$ cat src/rtl/gpio_pad_ctrl.sv
// GPIO pad bank controller: break-before-make direction/value sequencing plus input sync and edge IRQs.
// Optional feature macro: GPIO_PAD_CTRL_IRQ_EN builds edge detection, sticky status and irq_o.
//
// state    | meaning
// ---------+--------------------------------------------------------------
// ST_IDLE  | ready for a command; drivers and values stable
// ST_BREAK | drivers turning off have been released; held SETTLE cycles
// ST_VALUE | new output values applied to masked pins; held SETTLE cycles
// ST_MAKE  | drivers turning on have been enabled; held SETTLE cycles

module gpio_pad_ctrl #(
    parameter int NGPIO  = 62,
    parameter int SETTLE = 2
) (
    input  logic             clk_i,
    input  logic             rst_i,
    input  logic             cmd_valid_i,
    output logic             cmd_ready_o,
    input  logic [NGPIO-1:0] cmd_mask_i,
    input  logic [NGPIO-1:0] cmd_dir_i,
    input  logic [NGPIO-1:0] cmd_out_i,
    output logic [NGPIO-1:0] gpio_dir_o,
    output logic [NGPIO-1:0] gpio_out_o,
    input  logic [NGPIO-1:0] gpio_in_i,
    output logic [NGPIO-1:0] gpio_in_sync_o,
    input  logic [NGPIO-1:0] irq_rise_en_i,
    input  logic [NGPIO-1:0] irq_fall_en_i,
    input  logic [NGPIO-1:0] irq_clr_i,
    output logic [NGPIO-1:0] irq_status_o,
    output logic             irq_o
);

    typedef enum logic [1:0] {
        ST_IDLE  = 2'd0,
        ST_BREAK = 2'd1,
        ST_VALUE = 2'd2,
        ST_MAKE  = 2'd3
    } state_t;

    localparam logic [3:0] CNT_LOAD = 4'(SETTLE - 1);

    state_t           state_q;
    logic [3:0]       cnt_q;
    logic             ready_q;
    logic [NGPIO-1:0] dir_q;
    logic [NGPIO-1:0] out_q;
    logic [NGPIO-1:0] mask_q;
    logic [NGPIO-1:0] out_new_q;
    logic [NGPIO-1:0] on_q;

    logic [NGPIO-1:0] off_d;
    logic [NGPIO-1:0] on_d;
    logic [NGPIO-1:0] out_d;

    // OFF/ON are taken against the direction register at acceptance.
    assign off_d = cmd_mask_i & dir_q & ~cmd_dir_i;
    assign on_d  = cmd_mask_i & ~dir_q & cmd_dir_i;
    assign out_d = (out_q & ~mask_q) | (out_new_q & mask_q);

    always_ff @(posedge clk_i or posedge rst_i) begin
        if (rst_i) begin
            state_q   <= ST_IDLE;
            cnt_q     <= 4'd0;
            ready_q   <= 1'b1;
            dir_q     <= '0;
            out_q     <= '0;
            mask_q    <= '0;
            out_new_q <= '0;
            on_q      <= '0;
        end else begin
            case (state_q)
                ST_IDLE: begin
                    if (cmd_valid_i) begin
                        mask_q    <= cmd_mask_i;
                        out_new_q <= cmd_out_i;
                        on_q      <= on_d;
                        dir_q     <= dir_q & ~off_d;
                        ready_q   <= 1'b0;
                        cnt_q     <= CNT_LOAD;
                        state_q   <= ST_BREAK;
                    end
                end
                ST_BREAK: begin
                    if (cnt_q == 4'd0) begin
                        out_q   <= out_d;
                        cnt_q   <= CNT_LOAD;
                        state_q <= ST_VALUE;
                    end else begin
                        cnt_q <= cnt_q - 4'd1;
                    end
                end
                ST_VALUE: begin
                    if (cnt_q == 4'd0) begin
                        dir_q   <= dir_q | on_q;
                        cnt_q   <= CNT_LOAD;
                        state_q <= ST_MAKE;
                    end else begin
                        cnt_q <= cnt_q - 4'd1;
                    end
                end
                ST_MAKE: begin
                    if (cnt_q == 4'd0) begin
                        ready_q <= 1'b1;
                        state_q <= ST_IDLE;
                    end else begin
                        cnt_q <= cnt_q - 4'd1;
                    end
                end
                default: begin
                    ready_q <= 1'b1;
                    cnt_q   <= 4'd0;
                    state_q <= ST_IDLE;
                end
            endcase
        end
    end

    assign cmd_ready_o = ready_q;
    assign gpio_dir_o  = dir_q;
    assign gpio_out_o  = out_q;

    logic [NGPIO-1:0] sync1_q;
    logic [NGPIO-1:0] sync2_q;

    always_ff @(posedge clk_i or posedge rst_i) begin
        if (rst_i) begin
            sync1_q <= '0;
            sync2_q <= '0;
        end else begin
            sync1_q <= gpio_in_i;
            sync2_q <= sync1_q;
        end
    end

    assign gpio_in_sync_o = sync2_q;

`ifdef GPIO_PAD_CTRL_IRQ_EN
    logic [NGPIO-1:0] hist_q;
    logic [NGPIO-1:0] status_q;
    logic [NGPIO-1:0] status_d;
    logic [NGPIO-1:0] set_d;

    // A new edge outranks a clear arriving in the same cycle.
    assign set_d    = ((sync2_q & ~hist_q) & irq_rise_en_i) | ((~sync2_q & hist_q) & irq_fall_en_i);
    assign status_d = (status_q & ~irq_clr_i) | set_d;

    always_ff @(posedge clk_i or posedge rst_i) begin
        if (rst_i) begin
            hist_q   <= '0;
            status_q <= '0;
        end else begin
            hist_q   <= sync2_q;
            status_q <= status_d;
        end
    end

    assign irq_status_o = status_q;
    assign irq_o        = |status_q;
`else
    logic unused_irq_inputs;
    assign unused_irq_inputs = ^{irq_rise_en_i, irq_fall_en_i, irq_clr_i};
    assign irq_status_o      = '0;
    assign irq_o             = 1'b0;
`endif

endmodule

$ cat config.mk
export PLATFORM = sky130hd
export DESIGN_NAME = gpio_pad_ctrl
export DESIGN_NICKNAME = d
export VERILOG_FILES = /design/src/rtl/gpio_pad_ctrl.sv
export SDC_FILE = /design/constraint.sdc
export NUM_CORES = 1
export LEC_CHECK = 0
export CORE_AREA = 5 5 261 263
export CTS_CLUSTER_DIAMETER = 50
export DETAILED_ROUTE_END_ITERATION = 7
export DIE_AREA = 0 0 266 268
export PLACE_DENSITY = 0.54
export SYNTH_ARGS = -nofsm -noshare
export SYNTH_HDL_FRONTEND = slang
export SYNTH_SLANG_ARGS = --single-unit
$ cat constraint.sdc
create_clock -name clk_i -period 22.6 [get_ports clk_i]
set_clock_uncertainty 0.1 [all_clocks]
set_input_delay 4.52 -clock clk_i [delete_from_list [all_inputs] [get_ports clk_i]]
set_output_delay 4.52 -clock clk_i [all_outputs]
set_load 0.02 [all_outputs]
==> results.ini, run 1 <==
[placement]
gp_congestion=0.753
dp_hpwl_um=31500
dp_cells=2463
io_buffers=437

[clock_tree]
post_cts_resized=0
ctsHoldBuffers=0
cts_root_buf=clkbuf_16
clockBufferDepth=3
clk_latency_ns=0.62
clkSinkCount=441
htree_levels=2
cts_setup_buffers=0
clk_pin_slew_ns=0.05
cts_tree=built
cts_made_buffers=59

[synthesis]
netlist_instances=1210
yosys_most_used_dff=dfrtp_1
synth_edf_count=0
synth_cell_types=35
postSynthAreaPerCell_um2=13.7
synth-seq-area-share_pct=66.7
synth_seq_cells=441
netlist_area_um2=16500
synthArstFlopShare_pct=100
yosysWarnings=0

[global_route]
overflow=0
antenna_found_initial=6
grt_pass1_vias=12100
grtUsageTotal_pct=12.8
grt_max_degree=162
grt_pass1_wl_um=71900

[timing]
rsz0062_at_grt=false
setup-violations-final=0
max_slew.worst_pin.slew_ns=1.04
maxSlewViolCount=0
max_clock_freq_ghz=0.139
finalHoldViolations=0
period_needed_ns=7.17
finalCritPeriodShare_pct=31.7
fin_setup_tns_ns=0
hold_slack_ns=0.244
slew_headroom_pct=31.0

[floorplan]
die_w_um=266
placementRows=94
die-area_um2=71300
initial_core_util_pct=25.3
die_h_um=268
ios=687
core_area_um2=65400

[worst_setup_path]
worstPathRequired_ns=22.99
r2r.worst_path.cells=6
arrival_ns=7.57
critPathCaptureType=flip-flop
critPathKind=in -> reg
startpoint_type=input port
crit_fanout=68

[route]
first_pass_iters=6
drt_iter0_drc=559
ant_nets=0
num_vias=11100
post_drt_wl_per_cell_um=18.2
wl_um=47000
drcViolationCount=0
via_per_inst=4.29

[final_layout]
nets=2104
post-route-util_pct=36.3
areaGrowthSynthToFinish_pct=43.3
final_cells=2577
fill_cells=6344
drive_above_1_share_pct=17.9

[status]
status=finished clean

[pwr]
vdd_drop_max_v=0.0000735
p_leak_nw=10.2
power_density_nw_per_um2=132

[worst_hold_path]
hp-class=reg -> reg
worstHoldPathCells=0

[job]
cap_violations=0

## Yosys cell counts (3+ instances only)
master      n  area (um^2)
a21oi_1     3         15.0
a22o_1     17          149
a31oi_1    45          282
a41oi_1    45          394
buf_2      24          120
buf_4      67          503
buf_6       6         67.6
clkbuf_1   24         90.1
dfrtp_1   440        11000
ha_1        7         87.6
inv_1      51          191
mux2_1      6         67.6
mux2_2    181         2040
nand2_1   189          709
nand3b_1   17          128
nor3_1      3         15.0
o31ai_1    62          465
## power breakdown
group          internal, W  switching, W
clock             0.000601      0.000379
sequential         0.00106      0.000151
combinational     0.000461      0.000483
total              0.00212       0.00101
## per-layer routing
layer,vias to the layer above,global-route usage [%],share of wire [%]
met1,5519,15.2,39
met5,-,0,0.13
li1,5018,-,-
met3,79,5.55,10
met2,424,21.3,48
met4,10,3.77,2.2
## critical path: stages
cell             delay (ns)
clkdlybuf4s50_1        0.54
nand2_4                0.48
buf_4                  0.71
buf_4                  0.76
mux2_2                 0.42
## area by class of cell
type / instances / area (um^2) / share of cell area, %
Multi-Input combinational cell: 659 / 4790 / 20.2
Timing Repair Buffer: 448 / 4470 / 18.9
Antenna cell: 2 / 5.00 / 0.0211
Sequential cell: 441 / 11000 / 46.6
Clock inverter: 34 / 490 / 2.07
Tap cell: 864 / 1080 / 4.56
Inverter: 51 / 199 / 0.839
Clock buffer: 78 / 1640 / 6.91
## stage by stage
stage               total power [W]  setup WS [ns]  area [um^2]
finish                      0.00313          15.43        23700
floorplan                   0.00176           5.69        16800
global placement            0.00215          14.83        21600
CTS                         0.00319          15.47        23700
global route                0.00331          15.06        23700
detailed placement          0.00218          14.78        21600
## worst paths after layout
kind	start	to	slack (ns)
setup / recovery	cmd_valid_i	out_new_q[17]	15.43
hold / removal	sync1_q[22]	gpio_in_sync_o[22]	0.24
setup reg to reg	state_q[0]	out_new_q[17]	19.13
hold reg to reg	sync1_q[22]	gpio_in_sync_o[22]	0.24
max in group asynchronous	rst_i	async pin	15.60
min in group asynchronous	rst_i	sync1_q[24]	4.44
## placed cells by master (no fill, tap or decap), drive strengths merged, types with 3 or more instances in the layout
cell type,synthesis,routed
nand2,189,189
a41oi,45,45
inv,51,59
nand3b,17,17
dfrtp,440,440
clkdlybuf4s50,0,437
a21oi,3,3
clkbuf,24,78
ha,7,7
nor3,3,3
conb,1,63
o31ai,62,62
a22o,17,17
bufinv,0,7
buf,97,11
clkinv,0,14
mux2,187,187
a31oi,45,45
clkinvlp,0,5
## logic make-up (layout without fill, tap and decap cells)
logic type | after synthesis | count (layout) | synth area share [%]
AND/OR/NAND/NOR | 221 | 221 | 5.78
buffers and inverters | 172 | 611 | 5.88
other | 1 | 65 | 0.0227
flip-flops | 441 | 441 | 66.7
adder cells (fa/ha/maj) | 7 | 7 | 0.529
AO/OA/AOI/OAI | 180 | 180 | 8.30
multiplexers | 188 | 188 | 12.8
(Power assumes the default switching activity.)
==> run 2, diff against run 1 <==
--- a/config.mk
+++ b/config.mk
@@ -5,10 +5,10 @@
 export SDC_FILE = /design/constraint.sdc
 export NUM_CORES = 1
 export LEC_CHECK = 0
-export CORE_AREA = 5 5 261 263
+export CORE_AREA = 5 5 262 264
 export CTS_CLUSTER_DIAMETER = 50
 export DETAILED_ROUTE_END_ITERATION = 7
-export DIE_AREA = 0 0 266 268
+export DIE_AREA = 0 0 267 269
 export PLACE_DENSITY = 0.54
 export SYNTH_ARGS = -nofsm -noshare
 export SYNTH_HDL_FRONTEND = slang
==> constraint.sdc (replaced) <==
create_clock -name clk_i -period 7.2 [get_ports clk_i]
set_clock_uncertainty 0.1 [all_clocks]
set_input_delay 1.44 -clock clk_i [delete_from_list [all_inputs] [get_ports clk_i]]
set_output_delay 1.44 -clock clk_i [all_outputs]
set_load 0.02 [all_outputs]
==> results.ini, run 2 (synthesized netlist as in run 1, its figures left out) <==
[clock_tree]
clk_pin_slew_ns=0.06  ; was 0.05 ns
cts_made_buffers=53  ; was 59
cts_setup_buffers=0  ; unchanged
cts_root_buf=clkbuf_16  ; unchanged
clk_latency_ns=0.59  ; was 0.62 ns
ctsHoldBuffers=0  ; unchanged
clockBufferDepth=3  ; unchanged
post_cts_resized=0  ; unchanged
htree_levels=2  ; unchanged
cts_tree=built  ; unchanged
clkSinkCount=441  ; unchanged

[final_layout]
drive_above_1_share_pct=17.4  ; was 17.9%
nets=2101  ; was 2104
fill_cells=6441  ; was 6344
final_cells=2577  ; unchanged
layout_commonest_cell=dfrtp_1  ; unchanged
final_cell_area_um2=23500  ; was 23700 um^2
areaGrowthSynthToFinish_pct=41.8  ; was 43.3%
layout_common_cells=dfrtp_1 (440), clkdlybuf4s50_1 (437), nand2_1 (188)  ; unchanged

[placement]
dp_hpwl_um=32500  ; was 31500 um
dp_cells=2475  ; was 2463
post-place-ws_ns=3.11  ; was 14.78 ns
placed_area_um2=21600  ; about the same
io_buffers=437  ; unchanged
gp_congestion=0.752  ; was 0.753

[floorplan]
die_w_um=267  ; was 266 um
initial_core_util_pct=24.9  ; was 25.3%
core_area_um2=66300  ; was 65400 um^2
die_h_um=269  ; was 268 um
placementRows=95  ; was 94
die-area_um2=71800  ; was 71300 um^2
ios=687  ; unchanged

[pwr]
power_density_nw_per_um2=405  ; was 132 nW/um^2
vdd_drop_max_v=0.000224  ; was 0.0000735 V
p_leak_nw=10.0  ; was 10.2 nW

[timing]
setup_slack_ns=3.75  ; was 15.43 ns
period_needed_ns=3.45
maxSlewViolCount=0  ; unchanged
setup-violations-final=0  ; unchanged
max_clock_freq_ghz=0.290
slew_headroom_pct=41.0  ; was 31.0%
finalHoldViolations=0  ; unchanged
max_slew.worst_pin.slew_ns=0.884  ; was 1.04 ns
rsz0062_at_grt=false  ; unchanged
finalCritPeriodShare_pct=47.9

[global_route]
grtUsageTotal_pct=12.7  ; was 12.8%
overflow=0  ; unchanged
antenna_found_initial=5  ; was 6
grt_pass1_wl_um=71600  ; was 71900 um
grt_max_degree=139  ; was 162
grt_pass1_vias=12000  ; was 12100

[job]
cap_violations=0  ; unchanged

[route]
num_vias=11000  ; was 11100
first_pass_iters=5  ; was 6
dr_wl_met3_um=4750  ; was 4910 um
drcViolationCount=0  ; unchanged
drt-met1-wl_um=18100  ; was 18400 um
highest_layer=met5  ; unchanged
drt_iter0_drc=637  ; was 559
ant_nets=0  ; unchanged
via_per_inst=4.26  ; was 4.29
post_drt_wl_per_cell_um=18.2  ; about the same
wl_um=47000  ; about the same
met2_length_um=23100  ; was 22500 um

[worst_setup_path]
critPathKind=in -> reg  ; unchanged
crit_fanout=69  ; was 68
r2r.worst_path.cells=5  ; was 6
cp.depth=4  ; was 5
max_stage_delay_ns=0.70  ; was 0.76 ns
critPathCaptureType=flip-flop  ; unchanged
crit_slowest_cell=nand2_4  ; was buf_4
cp_top_family=buffers and inverters  ; unchanged
arrival_ns=3.82  ; was 7.57 ns
startpoint=cmd_valid_i  ; unchanged
crit_buf_inv=2  ; was 3
startpoint_type=input port  ; unchanged
worstPathRequired_ns=7.57  ; was 22.99 ns
r2r-start=state_q[0]  ; unchanged
crit_chain=clkdlybuf4s50_1 -> nand2_4 -> buf_4 -> mux2_2  ; was clkdlybuf4s50_1 -> nand2_4 -> buf_4 -> buf_4 -> mux2_2

[worst_hold_path]
worstHoldPathCells=0  ; unchanged
hp-class=reg -> reg  ; unchanged
min-delay-start=sync1_q[55]  ; was sync1_q[22]

[status]
status=finished clean  ; unchanged

run 2: cell types whose count changed in the layout (fill, tap and decap cells not counted), moves of 2 or more:
cell,delta
clkinv_16,-2
bufinv_16,-2
clkinv_8,-2
inv_16,+2
diode_2,+2
inv_8,-3
clkbuf_16,-6
buf_12,+2
run 2: report_power, final:
part           switching, W  total, W  internal, W
logic               0.00153   0.00299      0.00146
registers          0.000461   0.00378      0.00332
clock network       0.00108   0.00272      0.00164
total               0.00307   0.00949      0.00642
run 2: metal layers:
metal,up-vias,global-route usage [%]
met4,2,3.46
li1,5018,-
met2,415,21.5
met1,5466,14.9
met3,70,5.24
met5,-,0
run 2: worst paths after layout:
| kind | end | slack (ns) |
|---|---|---|
| worst max-delay path | out_new_q[14] | 3.75 |
| worst min-delay path | gpio_in_sync_o[55] | 0.24 |
| worst max register to register | out_new_q[14] | 4.41 |
| worst min register to register | gpio_in_sync_o[55] | 0.24 |
| max in group asynchronous | gpio_in_sync_o[38] | 4.29 |
| min in group asynchronous | sync1_q[27] | 1.15 |
run 2: final cells by class:
class	instances	area, um^2	share of cell area [%]
clock buffers	71	1470	6.28
flip-flops and latches	441	11000	47.0
clock inverters	27	344	1.47
repair buffers	451	4520	19.3
diodes	4	10.0	0.0427
well taps	873	1090	4.66
multi-input cells	659	4790	20.4
inverters	51	195	0.832
run 2: through the flow:
step	utilization (%)	setup TNS (ns)	total power (W)	hold slack (ns)
finish	35.4	0	0.00949	0.243
global route	35.4	0	0.0101	0.251
CTS	35.4	0	0.00966	0.246
detailed placement	32.6	0	0.00686	0.235
global placement	32.6	0	0.00676	0.232
floorplan	-	-131.31	0.00553	0.231
==> run 3, diff against run 2 <==
==> constraint.sdc (replaced) <==
create_clock -name clk_i -period 3.2 [get_ports clk_i]
set_clock_uncertainty 0.1 [all_clocks]
set_input_delay 0.64 -clock clk_i [delete_from_list [all_inputs] [get_ports clk_i]]
set_output_delay 0.64 -clock clk_i [all_outputs]
set_load 0.02 [all_outputs]
==> results.ini, run 3 (synthesized netlist as in run 1, its figures left out) <==
[status]
status=finished clean  ; unchanged

[worst_setup_path]
crit_buf_inv=1  ; was 2
arrival_ns=1.79  ; was 3.82 ns
startpoint_type=flip-flop  ; was input port
critPathCaptureType=primary output  ; was flip-flop
crit_slowest_cell=clkdlybuf4s50_1  ; was nand2_4
max_stage_delay_ns=0.66  ; was 0.70 ns
crit_chain=clkdlybuf4s50_1  ; was clkdlybuf4s50_1 -> nand2_4 -> buf_4 -> mux2_2
cp_top_family=buffers and inverters  ; unchanged
crit_fanout=3  ; was 69
worstPathRequired_ns=2.46  ; was 7.57 ns
critPathKind=reg -> out  ; was in -> reg

[route]
wl_um=47500  ; was 47000 um
drcViolationCount=0  ; unchanged
num_vias=11200  ; was 11000
first_pass_iters=4  ; was 5
post_drt_wl_per_cell_um=18.2  ; about the same
ant_nets=0  ; unchanged
drt_iter0_drc=584  ; was 637
via_per_inst=4.31  ; was 4.26

[pwr]
p_int_w=0.0143  ; was 0.00642 W
net-switching-power_w=0.00697  ; was 0.00307 W
combPwrFrac_pct=32.3  ; was 31.5%
power_density_nw_per_um2=898  ; was 405 nW/um^2
power_w=0.0213  ; was 0.00949 W
swShare_pct=32.7  ; was 32.4%
pwr-share-seq_pct=40.1  ; was 39.9%
vdd_drop_max_v=0.000428  ; was 0.000224 V
p_clk_share_pct=27.7  ; was 28.7%
p_leak_nw=10.2  ; was 10.0 nW

[timing]
fin_setup_tns_ns=0  ; unchanged
max_clock_freq_ghz=0.395
period_needed_ns=2.53
maxSlewViolCount=0  ; unchanged
finalHoldViolations=0  ; unchanged
hold_slack_ns=0.241  ; was 0.243 ns
rsz0062_at_grt=false  ; unchanged
finalCritPeriodShare_pct=79.1
slew_headroom_pct=51.1  ; was 41.0%
max_slew.worst_pin.slew_ns=0.734  ; was 0.884 ns
setup-violations-final=0  ; unchanged

[global_route]
grt_max_degree=76  ; was 139
antenna_found_initial=5  ; unchanged
grtUsageTotal_pct=12.7  ; about the same
overflow=0  ; unchanged
grt_pass1_vias=12000  ; about the same
grt_pass1_wl_um=71800  ; was 71600 um

[final_layout]
layout_common_cells=dfrtp_1 (440), clkdlybuf4s50_1 (437), nand2_1 (188)  ; unchanged
nets=2132  ; was 2101
antenna_cells=0  ; was 4
areaGrowthSynthToFinish_pct=43.4  ; was 41.8%
final_cells=2606  ; was 2577
final_cell_area_um2=23700  ; was 23500 um^2
layout_commonest_cell=dfrtp_1  ; unchanged
drive_above_1_share_pct=18.7  ; was 17.4%

[placement]
dp_cells=2504  ; was 2475
placed_area_um2=22000  ; was 21600 um^2
io_buffers=437  ; unchanged
gp_congestion=0.749  ; was 0.752
dp_hpwl_um=34000  ; was 32500 um

[clock_tree]
cts_made_buffers=55  ; was 53
clockBufferDepth=3  ; unchanged
cts_setup_buffers=0  ; unchanged
cts_tree=built  ; unchanged
post_cts_resized=0  ; unchanged
ctsHoldBuffers=0  ; unchanged
htree_levels=2  ; unchanged
clk_latency_ns=0.58  ; was 0.59 ns
cts_root_buf=clkbuf_16  ; unchanged
clkSinkCount=441  ; unchanged
clk_pin_slew_ns=0.06  ; about the same

[floorplan]
placementRows=95  ; unchanged
ios=687  ; unchanged
initial_core_util_pct=24.9  ; unchanged
die_h_um=269  ; unchanged
die_w_um=267  ; unchanged
die-area_um2=71800  ; unchanged
core_area_um2=66300  ; unchanged

[job]
cap_violations=0  ; unchanged

[worst_hold_path]
hp-class=reg -> reg  ; unchanged

==> run 3: power by group through the flow <==
stage	Combinational [W]	Clock, W	Sequential, W
floorplan	0.00317	0	0.00927
global placement	0.00688	0	0.00852
detailed placement	0.00700	0	0.00863
CTS	0.00702	0.00612	0.00856
global route	0.00744	0.00637	0.00879
finish	0.00688	0.00590	0.00854
==> run 3: worst reg2reg max path, delay by kind of cell (launching register included) <==
family / cells / cell delay [ns]
compound gates: 1 / 0.28
fa+ha+maj: 1 / 0.19
buf+inv: 2 / 0.38
flops: 1 / 0.40
simple gates: 2 / 0.91
==> run 3: layer usage <==
metal	global-route usage [%]	wire, um	up-vias
met5	0	46	-
met4	3.31	919	8
met3	5.57	5120	71
met2	21.7	23200	438
met1	14.9	18200	5631
li1	-	-	5082
==> run 3: cell type report <==
type / instances / area [um^2]
Fill cell: 6370 / 42600
Sequential cell: 441 / 11000
Timing Repair Buffer: 480 / 4860
Multi-Input combinational cell: 659 / 4790
Clock buffer: 75 / 1500
Tap cell: 873 / 1090
Clock inverter: 27 / 255
Inverter: 51 / 195
==> run 3: final timing paths <==
kind / endpoint / start / slack [ns] / cells past startpoint
min in group asynchronous: out_new_q[15] / rst_i / 0.33 / 2
hold reg to reg: gpio_in_sync_o[0] / sync1_q[0] / 0.24 / 0
setup / recovery: cmd_ready_o / cmd_ready_o / 0.67 / 1
hold / removal: gpio_in_sync_o[0] / sync1_q[0] / 0.24 / 0
max in group asynchronous: sync1_q[54] / rst_i / 1.81 / 4
setup reg to reg: gpio_dir_o[28] / cnt_q[0] / 0.88 / 6
==> run 3: stage by stage <==
stage	worst slack [ns]	utilization, %
6_report	0.669	35.8
5_1_grt	0.607	35.8
4_1_cts	0.611	35.8
3_5_place_dp	0.560	33.1
3_3_place_gp	0.619	33.1
2_1_floorplan	-3.50	-
